<file path="config.mk">
export PLATFORM = sky130hd
export DESIGN_NAME = serial_adder_ctrl
export DESIGN_NICKNAME = d
export VERILOG_FILES = /design/src/rtl/serial_adder_pkg.sv /design/src/rtl/fulladder.sv /design/src/rtl/serial_adder_ctrl.sv
export SDC_FILE = /design/constraint.sdc
export NUM_CORES = 1
export LEC_CHECK = 0
export ABC_AREA = 1
export CAP_MARGIN = 20
export CORE_ASPECT_RATIO = 1.4
export CORE_MARGIN = 5
export CORE_UTILIZATION = 45
export CTS_BUF_LIST = sky130_fd_sc_hd__clkbuf_16
export DETAILED_ROUTE_END_ITERATION = 8
export GPL_ROUTABILITY_DRIVEN = 0
export GPL_TIMING_DRIVEN = 0
export PLACE_DENSITY = 0.73
export SLEW_MARGIN = 30
export SYNTH_ARGS = -nofsm -noshare
export SYNTH_HDL_FRONTEND = slang
export SYNTH_HIERARCHICAL = 1
export SYNTH_SLANG_ARGS = --single-unit
</file>
<file path="constraint.sdc">
create_clock -name clk -period 3.49 [get_ports clk]
set_input_delay 0.698 -clock clk [delete_from_list [all_inputs] [get_ports clk]]
set_output_delay 0.698 -clock clk [all_outputs]
set_load 0.01 [all_outputs]
</file>
<file path="src/rtl/serial_adder_pkg.sv">
// serial_adder_pkg
//   Shared definitions for the bit-serial adder controller:
//   - state_t       : controller states (IDLE, RUN, DONE)
//   - DEFAULT_WIDTH : default operand/result width in bits
package serial_adder_pkg;

  localparam int DEFAULT_WIDTH = 8;

  typedef enum logic [1:0] {
    IDLE = 2'd0,
    RUN  = 2'd1,
    DONE = 2'd2
  } state_t;

endpackage

</file>
<file path="src/rtl/fulladder.sv">
// fulladder
//   Single-bit full adder; every bit of the serial sum passes through here.
//   Ports:
//     a, b  : addend bits
//     ci    : carry in
//     sum   : a ^ b ^ ci
//     co    : carry out
module fulladder (
  input  logic a,
  input  logic b,
  input  logic ci,
  output logic sum,
  output logic co
);

  assign sum = a ^ b ^ ci;
  assign co  = (a & b) | (ci & (a ^ b));

endmodule

</file>
<file path="src/rtl/serial_adder_ctrl.sv">
// serial_adder_ctrl
//   Bit-serial adder: accepts one operand set, adds it LSB-first through a
//   single full adder over WIDTH cycles, then presents {cout, result} until
//   the consumer takes it.
//
//   Handshake: a transfer happens on a rising edge where valid && ready are
//   both high. in_ready is high only in IDLE; out_valid is high only in DONE
//   and, once raised, result/cout hold stable until out_ready is seen.
//
//   Ports:
//     clk, rst            : clock, synchronous active-high reset
//     in_valid / in_ready : operand handshake (op_a, op_b, cin)
//     out_valid/out_ready : result handshake (result, cout)
//     busy                : high while in RUN or DONE
module serial_adder_ctrl
  import serial_adder_pkg::*;
#(
  parameter int WIDTH = DEFAULT_WIDTH
) (
  input  logic             clk,
  input  logic             rst,
  input  logic             in_valid,
  output logic             in_ready,
  input  logic [WIDTH-1:0] op_a,
  input  logic [WIDTH-1:0] op_b,
  input  logic             cin,
  output logic             out_valid,
  input  logic             out_ready,
  output logic [WIDTH-1:0] result,
  output logic             cout,
  output logic             busy
);

  localparam int            CW   = (WIDTH > 1) ? $clog2(WIDTH) : 1;
  localparam logic [CW-1:0] LAST = CW'(WIDTH - 1);

  state_t           state;
  logic [WIDTH-1:0] a_sh;
  logic [WIDTH-1:0] b_sh;
  logic [WIDTH-1:0] res_sh;
  logic             carry;
  logic [CW-1:0]    cnt;
  logic             cout_q;
  logic             fa_sum;
  logic             fa_co;

  fulladder u_fa (
    .a   (a_sh[0]),
    .b   (b_sh[0]),
    .ci  (carry),
    .sum (fa_sum),
    .co  (fa_co)
  );

  always_ff @(posedge clk) begin
    if (rst) begin
      state     <= IDLE;
      a_sh      <= '0;
      b_sh      <= '0;
      res_sh    <= '0;
      carry     <= 1'b0;
      cnt       <= '0;
      cout_q    <= 1'b0;
      in_ready  <= 1'b1;
      out_valid <= 1'b0;
      busy      <= 1'b0;
    end else begin
      case (state)
        IDLE: begin
          if (in_valid && in_ready) begin
            a_sh     <= op_a;
            b_sh     <= op_b;
            carry    <= cin;
            cnt      <= '0;
            state    <= RUN;
            in_ready <= 1'b0;
            busy     <= 1'b1;
          end
        end
        RUN: begin
          // Sum bits enter at the MSB so that after WIDTH shifts bit 0 of
          // the operands has landed in result[0].
          a_sh   <= a_sh >> 1;
          b_sh   <= b_sh >> 1;
          res_sh <= {fa_sum, res_sh[WIDTH-1:1]};
          carry  <= fa_co;
          if (cnt == LAST) begin
            cnt       <= '0;
            cout_q    <= fa_co;
            state     <= DONE;
            out_valid <= 1'b1;
          end else begin
            cnt <= cnt + CW'(1);
          end
        end
        DONE: begin
          if (out_ready) begin
            state     <= IDLE;
            out_valid <= 1'b0;
            in_ready  <= 1'b1;
            busy      <= 1'b0;
          end
        end
        default: begin
          state     <= IDLE;
          in_ready  <= 1'b1;
          out_valid <= 1'b0;
          busy      <= 1'b0;
        end
      endcase
    end
  end

  assign result = res_sh;
  assign cout   = cout_q;

endmodule

</file>
# Word-level counts from Yosys, hierarchy flattened
# Index checks and enable logic that the tools add are counted.
# Widths: inputs -> output; s select.
# totals
reg_bits,34
input_bits,21
output_inout_bits,12
elab_cells,53
# classes
addsub,1
eq_ne,6
muxes,21
bitwise,7
n_reduce_logical,8
# ops
op,n
$pmux 8 s2,2
$mux 8,2
$pmux 1 s3,3
$reduce_and 3->1,3
$mux 1,6
$mux 2,3
$mux 3,2
$ne 2x2->1 const B,3
$pmux 2 s3,1
$pmux 3 s2,1
$reduce_and 2->1,2
$add 3x1->3 const B,1
$eq 3x3->1 const B,1
$and 1x1->1,2
$eq 2x1->1 const B,1
$eq 2x2->1 const B,1
$logic_not 2->1,1
$not 1->1,2
$pmux 1 s2,1
$reduce_bool 2->1,1
$xor 1x1->1,2
$logic_and 1x1->1,1
$or 1x1->1,1

# Logic depth before layout (Yosys ltp)
# depth
depth_word,4
mapped_depth,9
depth_no_buf,7

# Cells and area by module
# Netlist, hierarchy kept.
# by_module_without_submodules
module,instances,cells_each,area_each_um2,seq_area_each_um2
serial_adder_ctrl,1,206,1447.6,680.7
fulladder,1,1,20.0,0.0

# Worst setup path before layout
# OpenSTA, ideal clock, no wires.
# synth_path
kind,input -> register
from,in in_valid
to,reg a_sh[1]
setup_time_ns,0.116
t_arrival_ns,1.440
t_required_ns,3.374
slack_ns,1.934
path_stages,6
path_buffers,1
path_cell_list,nand2_1 -> nor2_1 -> nor2_8 -> buf_6 -> nor2_1 -> nor2_1
# synth_between
elab_chain_len,3
# synth_rtl
element,line,text
"start, declared",serial_adder_ctrl.sv:22,"input logic in_valid,"
$logic_and 1x1->1,serial_adder_ctrl.sv:70,if (in_valid && in_ready) begin
$ne 2x2->1 (no line),-,
$reduce_and 2->1 (no line),-,
"end signal, assigned",serial_adder_ctrl.sv:71,a_sh <= op_a;
"end signal, assigned",serial_adder_ctrl.sv:83,a_sh <= a_sh >> 1;
"end, declared",serial_adder_ctrl.sv:38,logic [WIDTH-1:0] a_sh;
# Every way passes these cells.
# A chain may end at the register's enable or synchronous reset.

# Final worst setup path
# layout_path
from,in in_valid
to,reg b_sh[4]
# layout_between
elab_chain_len,3
# layout_rtl
element,line,text
$logic_and 1x1->1,serial_adder_ctrl.sv:70,
$ne 2x2->1 (no line),-,
$reduce_and 2->1 (no line),-,
"end signal, assigned",serial_adder_ctrl.sv:72,b_sh <= op_b;
"end signal, assigned",serial_adder_ctrl.sv:84,b_sh <= b_sh >> 1;
"end, declared",serial_adder_ctrl.sv:39,logic [WIDTH-1:0] b_sh;
# Every way passes these cells.

==> reports/qor.yml <==
status: "complete, no violations"
worstSetupPathDepth: 7
portBuffers: 31
drv_slew: 0
fin_area_sq_mm: 0.00196
ys.warnings.count: 6
period_needed_ns: 1.91
synth_cell_types: 19
clkLatencyLatePin_ns: 0.27
layout.nets: 269
fp.coreArea_sq_mm: 0.00312
r2r_setup_slack_ns: 2.08
finClkSkew_ns: 0.00318
die_h_um: 77.6
crit_chain: "clkdlybuf4s50_1 -> nand2_1 -> nor2_1 -> nor2_8 -> buf_6 -> nor2_1 -> nor2_1"
grt_overflow: 0
syn_avg_cell_area_sq_um: 7.09
path_common_cell: "nor2_1"
cts.path.max_buffers: 2
max_cap_violations: 0
ioPinCount: 33
numCtsBuffers: 5
antenna_found_initial: 0
crit_fanout: 10
pre_cts_slack_ns: 1.30
final_hold_viol_count: 0
synth_seq_cells: 34
grt_pass1_wl_um: 5400
drive_above_1_share_pct: 6.12
grt_use_total_pct: 15.5
ys_seq_area_share_pct: 46.4
vias: 1387
dpl_cell_area_sq_mm: 0.00183
ir_worst_vdd_mv: 0.414
num_rows: 24
clkSlewWorstSetupHoldPaths_ns: 0.05
end_kind: "register"
post-route-util_pct: 62.7
start_util_pct: 47.0
crit_path_top_delay_cell: "clkdlybuf4s50_1"
die_w_um: 58.3
drt_iter0_drc: 38
power_density_mw_per_mm2: 546
critPathKind: "in2reg"
r2r_end: "b_sh[4]"
drcViolationCount: 0
total_leakage_power_nw: 0.873
cp_slowest_stage_delay_ns: 0.45
first_pass_iters: 4
fill_cells: 298
reg2reg_from: "in_ready"
cts_tree: "done"
reg2regPathDepth: 6
synthToLayoutAreaGrowth_pct: 33.5
wl_per_cell_um: 11.5
dieArea_sq_mm: 0.00452
setup_tns_ns: 0
slew_headroom_pct: 65.0
hold_buffers: 0
postRouteAntennaNets: 0
worst_setup_path_start_kind: "primary input"
critPathBufInv: 2
fmax_ghz: 0.524
min_path_type: "reg2reg"
setup_slack_ns: 1.58
final_cell_mix: "nand2_1, nor2_1, dfxtp_1"
netlist_area_sq_mm: 0.00147
netlist_instances: 207
endpoint: "b_sh[4]"
grt_pass1_vias: 1259
synth_nets: 231
setup_viol: 0
wirelength_um: 3270
finalCritPeriodShare_pct: 54.7
arrival_ns: 2.07
h-tree-depth: 2
cts_root_buf: "clkbuf_16"
diodes: 0
grt_max_degree: 11
cts_resized: 0
crit_start: "in_valid"
cp_top_family: "simple AND/OR/NAND/NOR gates"
place_hpwl_um: 2310
worst_slew_pin_slew_ns: 0.523
final_common_cell: "nand2_1"
postCtsSetupRepairBufs: 0
crit_required_ns: 3.65
via_per_inst: 4.88
fin_hold_ws_ns: 0.448
rsz0062_at_grt: "false"
clock_sinks: 34
## registers in the layout (all words and copies together) (netlist names)
name and flops:
a_sh 8, b_sh 8, result 8, cnt 3, state 2, busy 1, carry 1, cout 1
in_ready 1, out_valid 1
## tightest hold or removal path, stage by stage (launching register included)
cell     delay, ns
dfxtp_1       0.31
nand2_1       0.06
nand2_1       0.04
## metal layers
metal / routed length [um] / track usage, % / up-vias
li1: - / - / 736
met1: 1380 / 16.7 / 611
met2: 1640 / 25.7 / 30
met3: 159 / 5.65 / 10
met4: 97 / 8.35 / 0
met5: 0 / 0 / -
## cell usage after synthesis, drive strengths merged
master,instances,area [sq um]
a21oi,8,40.0
buf,5,40.0
clkbuf,5,21.3
dfxtp,34,681
fa,1,20.0
ha,2,25.0
inv,6,27.5
nand2,59,221
nand3,6,30.0
nand3b,1,7.51
nor2,52,211
o21a,1,7.51
o21ai,27,135
## where the power goes
group	switching, mW	leakage, nW	internal, mW
clock	0.147	0.0723	0.254
combinational	0.114	0.521	0.0969
sequential	0.0247	0.280	0.432
## area by class of cell
class	instances	area [sq um]	share of cell area (%)
Clock inverter	2	7.51	0.383
Tap cell	39	48.8	2.49
Multi-Input combinational cell	157	698	35.6
Sequential cell	34	681	34.7
Clock buffer	5	125	6.39
Inverter	6	27.5	1.40
Timing Repair Buffer	31	310	15.8
Buffer	10	61.3	3.13
## how the worst min path moves through the flow
stage                     startpoint   endpoint  slack, ns  cells after the start
final                      out_valid  out_valid       0.45                      2
after global routing         a_sh[7]    a_sh[7]       0.48                      2
after CTS                  out_valid  out_valid       0.45                      2
after detailed placement   out_valid  out_valid       0.44                      2
after global placement     out_valid  out_valid       0.43                      2
after floorplan               cnt[0]     cnt[0]       0.43                      1
## logic make-up after synthesis
family          count (synthesis)  synth area share, %
compound gates                 36                 12.4
fa+ha+maj                       3                 3.07
buf+inv                        16                 6.05
flops                          34                 46.4
simple gates                  118                 32.1
## stage by stage
step	total power, mW	cells
global placement	0.672	277
finish	1.07	284
global route	1.13	284
floorplan	0.595	207
detailed placement	0.676	277
CTS	1.08	284
Note: power is estimated with default switching activity, not from simulation.
